[src/rtl/player_anim_pkg.sv]
// Shared types and sprite-sheet cell layout for the player sprite animator.
package player_anim_pkg;

    typedef enum logic [1:0] {IDLE, WALK, AIR, LAND} anim_state_t;

    localparam logic [3:0] STATUS_IDLE = 4'd0;
    localparam logic [3:0] STATUS_WALK = 4'd1;
    localparam logic [3:0] STATUS_AIR  = 4'd2;

    localparam logic [3:0] IDLE_BASE = 4'd0;
    localparam logic [3:0] WALK_BASE = 4'd4;
    localparam logic [3:0] RISE_CELL = 4'd10;
    localparam logic [3:0] FALL_CELL = 4'd11;
    localparam logic [3:0] LAND_BASE = 4'd12;

    localparam logic [2:0] IDLE_CELLS = 3'd4;
    localparam logic [2:0] WALK_CELLS = 3'd6;
    localparam logic [2:0] LAND_CELLS = 3'd3;

    function automatic logic [2:0] step_wrap(input logic [2:0] step, input logic [2:0] cells);
        return (step == cells - 3'd1) ? 3'd0 : step + 3'd1;
    endfunction

endpackage

[src/rtl/player_sprite_animator_addr_gen.sv]
// Combinational pixel hit test and sprite-sheet address for the current draw pixel.
module sprite_addr_gen #(
    parameter int SPRITE_W = 28,
    parameter int SPRITE_H = 62,
    parameter int ADDR_W   = 15
) (
    input  logic [9:0]        player_x,
    input  logic [9:0]        player_y,
    input  logic [9:0]        player_sx,
    input  logic [9:0]        player_sy,
    input  logic [9:0]        draw_x,
    input  logic [9:0]        draw_y,
    input  logic [3:0]        frame_idx,
    input  logic              facing_left,
    output logic              is_player,
    output logic [ADDR_W-1:0] sprite_addr
);

    logic [9:0]        left, top, col, row, c;
    logic [ADDR_W-1:0] addr;

    always_comb begin
        // Box edges wrap at 10 bits, matching the player controller's arithmetic.
        left = player_x - {1'b0, player_sx[9:1]};
        top  = player_y - {1'b0, player_sy[9:1]};
        col  = draw_x - left;
        row  = draw_y - top;
        is_player = (draw_x >= left) && (col < player_sx) &&
                    (draw_y >= top)  && (row < player_sy) &&
                    (col < 10'(SPRITE_W)) && (row < 10'(SPRITE_H));
        c = facing_left ? (10'(SPRITE_W - 1) - col) : col;
        addr = ADDR_W'(frame_idx) * ADDR_W'(SPRITE_W * SPRITE_H)
             + ADDR_W'(row) * ADDR_W'(SPRITE_W)
             + ADDR_W'(c);
        sprite_addr = is_player ? addr : '0;
    end

endmodule

[src/rtl/player_sprite_animator.sv]
// Player animation FSM, facing tracker and sprite address output.
// Horizontal mirroring is built only when PLAYER_MIRROR_EN is defined.
module player_sprite_animator
    import player_anim_pkg::*;
#(
    parameter int FRAME_DIV = 6,
    parameter int SPRITE_W  = 28,
    parameter int SPRITE_H  = 62,
    parameter int ADDR_W    = 15
) (
    input  logic              Reset,
    input  logic              frame_clk,
    input  logic [9:0]        PlayerX,
    input  logic [9:0]        PlayerY,
    input  logic [9:0]        PlayerSX,
    input  logic [9:0]        PlayerSY,
    input  logic [3:0]        PlayerStatus,
    input  logic [9:0]        DrawX,
    input  logic [9:0]        DrawY,
    output logic              is_player,
    output logic [ADDR_W-1:0] sprite_addr,
    output logic [3:0]        frame_idx,
    output logic              facing_left,
    output anim_state_t       anim_state
);

    localparam int               DIV_W    = (FRAME_DIV > 1) ? $clog2(FRAME_DIV) : 1;
    localparam logic [DIV_W-1:0] DIV_LAST = DIV_W'(FRAME_DIV - 1);

    anim_state_t      state, state_next;
    logic [2:0]       step_q, step_next;
    logic [DIV_W-1:0] div_q, div_next;
    logic [3:0]       frame_next, status_eff;
    logic [9:0]       prev_y;
    logic             prev_valid, div_wrap, rising, falling;

    assign anim_state = state;

    always_ff @(posedge frame_clk or posedge Reset) begin
        if (Reset) begin
            state      <= IDLE;
            step_q     <= '0;
            div_q      <= '0;
            frame_idx  <= IDLE_BASE;
            prev_y     <= '0;
            prev_valid <= 1'b0;
        end else begin
            state      <= state_next;
            step_q     <= step_next;
            div_q      <= div_next;
            frame_idx  <= frame_next;
            prev_y     <= PlayerY;
            prev_valid <= 1'b1;
        end
    end

    always_comb begin
        status_eff = (PlayerStatus > STATUS_AIR) ? STATUS_IDLE : PlayerStatus;
        div_wrap   = (div_q == DIV_LAST);
        rising     = prev_valid && (PlayerY < prev_y);
        falling    = prev_valid && (PlayerY > prev_y);

        state_next = state;
        case (status_eff)
            STATUS_WALK: state_next = WALK;
            STATUS_AIR:  state_next = AIR;
            default: begin
                case (state)
                    AIR:     state_next = LAND;
                    LAND:    state_next = (step_q == LAND_CELLS - 3'd1 && div_wrap) ? IDLE : LAND;
                    default: state_next = IDLE;
                endcase
            end
        endcase

        div_next  = div_wrap ? '0 : div_q + DIV_W'(1);
        step_next = step_q;
        if (state_next != state) begin
            div_next  = '0;
            step_next = '0;
        end else if (div_wrap) begin
            case (state)
                IDLE:    step_next = step_wrap(step_q, IDLE_CELLS);
                WALK:    step_next = step_wrap(step_q, WALK_CELLS);
                LAND:    step_next = (step_q < LAND_CELLS - 3'd1) ? step_q + 3'd1 : step_q;
                default: step_next = step_q;
            endcase
        end

        frame_next = frame_idx;
        case (state_next)
            IDLE: frame_next = IDLE_BASE + {1'b0, step_next};
            WALK: frame_next = WALK_BASE + {1'b0, step_next};
            LAND: frame_next = LAND_BASE + {1'b0, step_next};
            default: begin
                // Level flight keeps the last air cell; entering AIR level shows the rise cell.
                if (rising)             frame_next = RISE_CELL;
                else if (falling)       frame_next = FALL_CELL;
                else if (state != AIR)  frame_next = RISE_CELL;
            end
        endcase
    end

`ifdef PLAYER_MIRROR_EN
    logic [9:0] prev_x;

    always_ff @(posedge frame_clk or posedge Reset) begin
        if (Reset) begin
            prev_x      <= '0;
            facing_left <= 1'b0;
        end else begin
            prev_x <= PlayerX;
            if (prev_valid) begin
                if (PlayerX < prev_x)      facing_left <= 1'b1;
                else if (PlayerX > prev_x) facing_left <= 1'b0;
            end
        end
    end
`else
    assign facing_left = 1'b0;
`endif

    sprite_addr_gen #(
        .SPRITE_W (SPRITE_W),
        .SPRITE_H (SPRITE_H),
        .ADDR_W   (ADDR_W)
    ) u_addr_gen (
        .player_x    (PlayerX),
        .player_y    (PlayerY),
        .player_sx   (PlayerSX),
        .player_sy   (PlayerSY),
        .draw_x      (DrawX),
        .draw_y      (DrawY),
        .frame_idx   (frame_idx),
        .facing_left (facing_left),
        .is_player   (is_player),
        .sprite_addr (sprite_addr)
    );

endmodule

[config.mk]
export PLATFORM = sky130hd
export DESIGN_NAME = player_sprite_animator
export DESIGN_NICKNAME = d
export VERILOG_FILES = /design/src/rtl/player_anim_pkg.sv /design/src/rtl/player_sprite_animator_addr_gen.sv /design/src/rtl/player_sprite_animator.sv
export SDC_FILE = /design/constraint.sdc
export NUM_CORES = 1
export LEC_CHECK = 0
export CAP_MARGIN = 20
export CORE_MARGIN = 1
export CORE_UTILIZATION = 60
export CTS_CLUSTER_DIAMETER = 80
export DETAILED_ROUTE_END_ITERATION = 8
export HOLD_SLACK_MARGIN = 0.1
export PLACE_DENSITY = 0.94
export SLEW_MARGIN = 10
export SYNTH_ARGS = -nofsm -noshare
export SYNTH_HDL_FRONTEND = slang
export SYNTH_SLANG_ARGS = --single-unit
[constraint.sdc]
create_clock -name frame_clk -period 30.8 [get_ports frame_clk]
set_input_delay 7.7 -clock frame_clk [delete_from_list [all_inputs] [get_ports frame_clk]]
set_output_delay 7.7 -clock frame_clk [all_outputs]
set_load 0.02 [all_outputs]
Word-level counts from Yosys, hierarchy flattened
Cells that the tools add are included.
{ "totals": {"register_bits": 23, "in_bits": 66, "out_inout_bits": 23, "elab_cells": 69} }
{ "op_classes": {"n_addsub": 10, "mul": 2, "order_cmp": 10, "n_eq_ne": 13, "muxes": 17, "n_reduce_logical": 11} }
{ "op_table": {"columns": ["operator", "n"], "rows": [
  ["less-than comparator 10 bit", 3],
  ["two-way mux 3 bit", 7],
  [">= comparator 10 bit", 2],
  ["subtractor 10 bit", 2],
  ["subtractor 10 x 9 -> 10 bit", 2],
  ["two-way mux 4 bit", 4],
  ["adder 15 x 10 -> 15 bit", 1],
  ["adder 15 bit", 1],
  ["two-way mux 15 bit", 1],
  ["multiplier 10 x 3 -> 13 bit, second input constant", 1],
  ["multiplier 4 x 8 -> 12 bit, second input constant", 1],
  ["case mux 4 bit (3 select lines)", 1],
  ["greater-than comparator 10 bit", 1],
  ["less-than comparator 10 x 5 -> 1 bit, second input constant", 1],
  ["less-than comparator 10 x 6 -> 1 bit, second input constant", 1],
  ["case mux 3 bit (3 select lines)", 1],
  ["logical AND 1 bit", 8],
  ["case mux 2 bit (2 select lines)", 2],
  ["adder 3 x 1 -> 3 bit, second input constant", 2],
  ["equality test 2 bit, second input constant", 3],
  ["equality test 3 x 2 -> 1 bit, second input constant", 2],
  ["equality test 3 bit, second input constant", 2],
  ["nonzero test 6 bit", 1],
  ["adder 3 x 3 -> 4 bit, first input constant", 1],
  ["other kinds (10)", 12]
]} }

Logic depth before layout (Yosys ltp)
{ "depth": {"depth_word": 9, "depth_mapped": 32, "ltp_nobuf": 31} }

By module
Synthesis repeated with hierarchy kept, for this count alone.
{ "hier_totals": {"hier_cells": 675, "hier_area_um2": 5511.5} }
{ "by_module_without_submodules": {"columns": ["mod", "n_inst", "cells_each", "area_each_um2", "seq_area_each_um2"], "rows": [
  ["sprite_addr_gen", 1, 539, 4170.2, 0.0],
  ["player_sprite_animator", 1, 136, 1341.3, 575.6]
]} }

Worst setup path after synthesis
OpenSTA, ideal clock, no wires.
{ "synth_path": {"path_type": "input to output", "from": "input PlayerY[0]", "to": "output sprite_addr[14]", "t_arrival_ps": 13586, "required_ps": 23100, "path_slack_ps": 9514, "stages": 27, "path_cell_list": "inv_1 ha_1 inv_1 fa_1 inv_1 ha_1 nor2b_1 o21ai_0 nand2b_1 xor2_1 inv_1 fa_1 inv_1 fa_1 a211oi_1 nor2_1 o31a_1 nor3_1 nor2_1 a21oi_1 ha_1 ha_1 or3_1 o21ai_0 a21oi_1 xnor3_1 nor4_1"} }
{ "synth_between": {"elab_chain_cells": 7, "word_cells_on_any_way": 13, "cone_classes": "4 x add/sub; 1 x mul; 3 x order compare; 1 x mux; 4 x reduce/logical"} }
{ "synth_rtl": {"columns": ["element", "line_no", "text"], "rows": [
  ["start, declared", "player_sprite_animator.sv:14", "input logic [9:0] PlayerY,"],
  ["subtractor 10 x 9 -> 10 bit (*)", "player_sprite_animator_addr_gen.sv:25", "top = player_y - {1'b0, player_sy[9:1]};"],
  ["parallel branches: the longest is 5 deep, another holds adder 15 bit", null, null],
  ["two-way mux 15 bit (*)", "player_sprite_animator_addr_gen.sv:35", "sprite_addr = is_player ? addr : '0;"],
  ["end, declared", "player_sprite_animator.sv:21", "output logic [ADDR_W-1:0] sprite_addr,"]
]} }
Mark *: on every way between the ends.

Final worst setup path
Ends and elaborated chain as after synthesis.

==> flow_summary.json <==
{
  "coreArea_um2": 8341,
  "drt-total-wl_um": 12960,
  "status": "completed",
  "die_h_um": 95.68,
  "fin_area_um2": 6274,
  "setup_viol": 0,
  "rsz0062_at_grt": "no",
  "cpMostUsedCell": "ha_1",
  "hold_path_class": "flop to flop",
  "timing.rr.start": "div_q[0]",
  "cp.arrival_ps": 15040,
  "placed_cells": 818,
  "num_vias": 4900,
  "cts_setup_buffers": 0,
  "numCtsBuffers": 3,
  "drt-initial-drc-count": 244,
  "ios": 89,
  "ys_types": 70,
  "synth_seq_cells": 23,
  "clk_latency_ps": 270,
  "fin_setup_tns_ps": 0,
  "worst_pin_slew_ps": 1122,
  "root_buffer": "clkbuf_8",
  "worst-r2r-setup-slack_ps": 28330,
  "end_kind": "output port",
  "grt_pass1_vias": 4929,
  "max_freq_mhz": 43.98,
  "fin_util_pct": 75.22,
  "grt_max_degree": 24,
  "path_class": "input pin to output port",
  "synth-main-ff-cell": "dfrtp_1",
  "min_from": "div_q[0]",
  "diodes": 0,
  "fin_crit_ps": 22740,
  "final_cell_count_no_fill": 822,
  "drive_gt1_share_pct": 3.626,
  "synthToLayoutAreaGrowth_pct": 19.15,
  "worstPathRequired_ps": 23100,
  "io_buffers": 87,
  "gr-total-overflow": 0,
  "fin_crit_sh_pct": 73.82,
  "clk_path_buf_depth": 2,
  "max_stage_delay_ps": 660,
  "clk_pin_slew_ps": 80,
  "cp_slowest_cell": "clkdlybuf4s50_1",
  "yosysSeqAreaShare_pct": 10.93,
  "slew_violations": 0,
  "die_width_um": 95.68,
  "routed_via_density": 5.961,
  "dp_hpwl_um": 10940,
  "postRouteAntennaNets": 0,
  "synth_warnings": 0,
  "antenna_found_initial": 0,
  "rows": 33,
  "h-tree-depth": 1,
  "ys_async_sr_fraction_pct": 100.0,
  "start_util_pct": 63.13,
  "track_usage_pct": 29.88,
  "min_delay_worst_endpoint": "div_q[0]",
  "reg2reg_depth": 8,
  "avgSynthCellArea_um2": 8.304,
  "drtPass1Iterations": 5,
  "layout_common_cells": "116 x ha_1, 102 x inv_1, 87 x clkdlybuf4s50_1, 47 x a21oi_1, 35 x nor2_1",
  "dieArea_um2": 9154,
  "finalHoldViolCount": 0,
  "synth_nets": 836,
  "max_slew_margin_pct": 24.83,
  "cts_tree": "done",
  "synth_edf_count": 0,
  "fin_skew_ps": 8.837,
  "cts_hold_buffers": 0,
  "placed_area_um2": 6228,
  "cap_violations": 0,
  "drc": 0,
  "nets": 920,
  "syn_area_um2": 5265,
  "cp-start-kind": "input pin",
  "clock-sinks": 23,
  "cp_max_fo": 7,
  "hold_depth": 1,
  "grt_first_pass_wirelength_um": 21630,
  "cts-resized-gates": 0,
  "r2r_end": "frame_idx[3]",
  "final_common_cell": "ha_1",
  "synthCells": 634,
  "wire_per_inst_um": 15.77,
  "gp_congestion": 0.9307
}
[metrics by stage]
step / setup slack (ps) / hold WS [ps]
global route: 7621 / 527.0
finish: 8062 / 519.2
detailed placement: 8151 / 484.3
floorplan: 9514 / 447.7
global placement: 8563 / 470.1
CTS: 8135 / 499.5
[how the worst max path moves through the flow]
stage,endpoint,startpoint,slack [ps],cells past startpoint
5_1_grt,sprite_addr[14],PlayerY[0],7620,29
6_report,sprite_addr[14],PlayerY[0],8060,31
3_3_place_gp,sprite_addr[14],PlayerY[0],8560,29
4_1_cts,sprite_addr[14],PlayerY[0],8130,31
3_5_place_dp,sprite_addr[14],PlayerY[0],8150,31
2_1_floorplan,sprite_addr[14],PlayerY[0],9510,27
[area by class of cell]
type | instances | area, um^2
repair buffers | 87 | 870.8
clock buffers | 4 | 45.04
well taps | 105 | 131.4
inverters | 103 | 386.6
multi-input cells | 500 | 4264
fillers | 585 | 2067
flip-flops and latches | 23 | 575.6
[state kept, by name, indices dropped and copies added (netlist names)]
register    flops
prev_valid      1
prev_y         10
step_q          3
div_q           3
frame_idx       4
anim_state      2
[worst max-delay path: cells and delay by family]
kind	cells	cell delay (ps)
AO/OA/AOI/OAI	12	2110
adder cells (fa/ha/maj)	7	1970
buffers and inverters	4	1280
AND/OR/NAND/NOR	5	1160
XOR/XNOR	3	790
[metal layers]
metal  share of wire (%)  global-route usage, %  vias to the layer above
met5                   0                      0                        -
met4                 2.9                  9.453                        0
met3                 3.9                  3.110                       40
met2                  50                  54.82                      164
met1                  43                  36.34                     2298
li1                    -                      -                     2398
[synth_stat cells (3+ instances only)]
library cell / count / area share [%]
o21ai_0: 25 / 2.4
nor2_1: 35 / 2.5
a21o_1: 22 / 3.1
a31oi_1: 7 / 0.83
or3_1: 5 / 0.59
dfrtp_1: 23 / 11
a22oi_1: 3 / 0.43
a21oi_1: 47 / 4.5
nor4_1: 5 / 0.59
ha_1: 116 / 28
xnor2_1: 28 / 4.7
inv_1: 102 / 7.3
nand2b_1: 11 / 1.3
nor4b_1: 4 / 0.67
nand4_1: 5 / 0.59
nor2b_1: 11 / 1.3
nor4_2: 10 / 2.4
o21ai_1: 19 / 1.8
o21bai_1: 8 / 1.1
nand3_1: 5 / 0.48
and2_1: 4 / 0.48
nand2_1: 22 / 1.6
xor2_1: 20 / 3.3
fa_1: 20 / 7.6
clkbuf_1: 4 / 0.29
nor3_1: 12 / 1.1
or4b_1: 3 / 0.57
a211oi_1: 4 / 0.57
[cell families after synthesis]
kind of cell / after synthesis / share of synthesized area [%]
AOI/OAI and AO/OA: 165 / 19.99
and+or+nand+nor: 142 / 15.83
adders and majority gates: 137 / 35.36
buffers and inverters: 111 / 8.222
xor gates and xnor gates: 50 / 8.722
DFF: 23 / 10.93
muxes: 4 / 0.8080
other: 2 / 0.1426
Power is not shown: default switching activity piles up to over one toggle a cycle in this logic, so the estimate is an artifact.
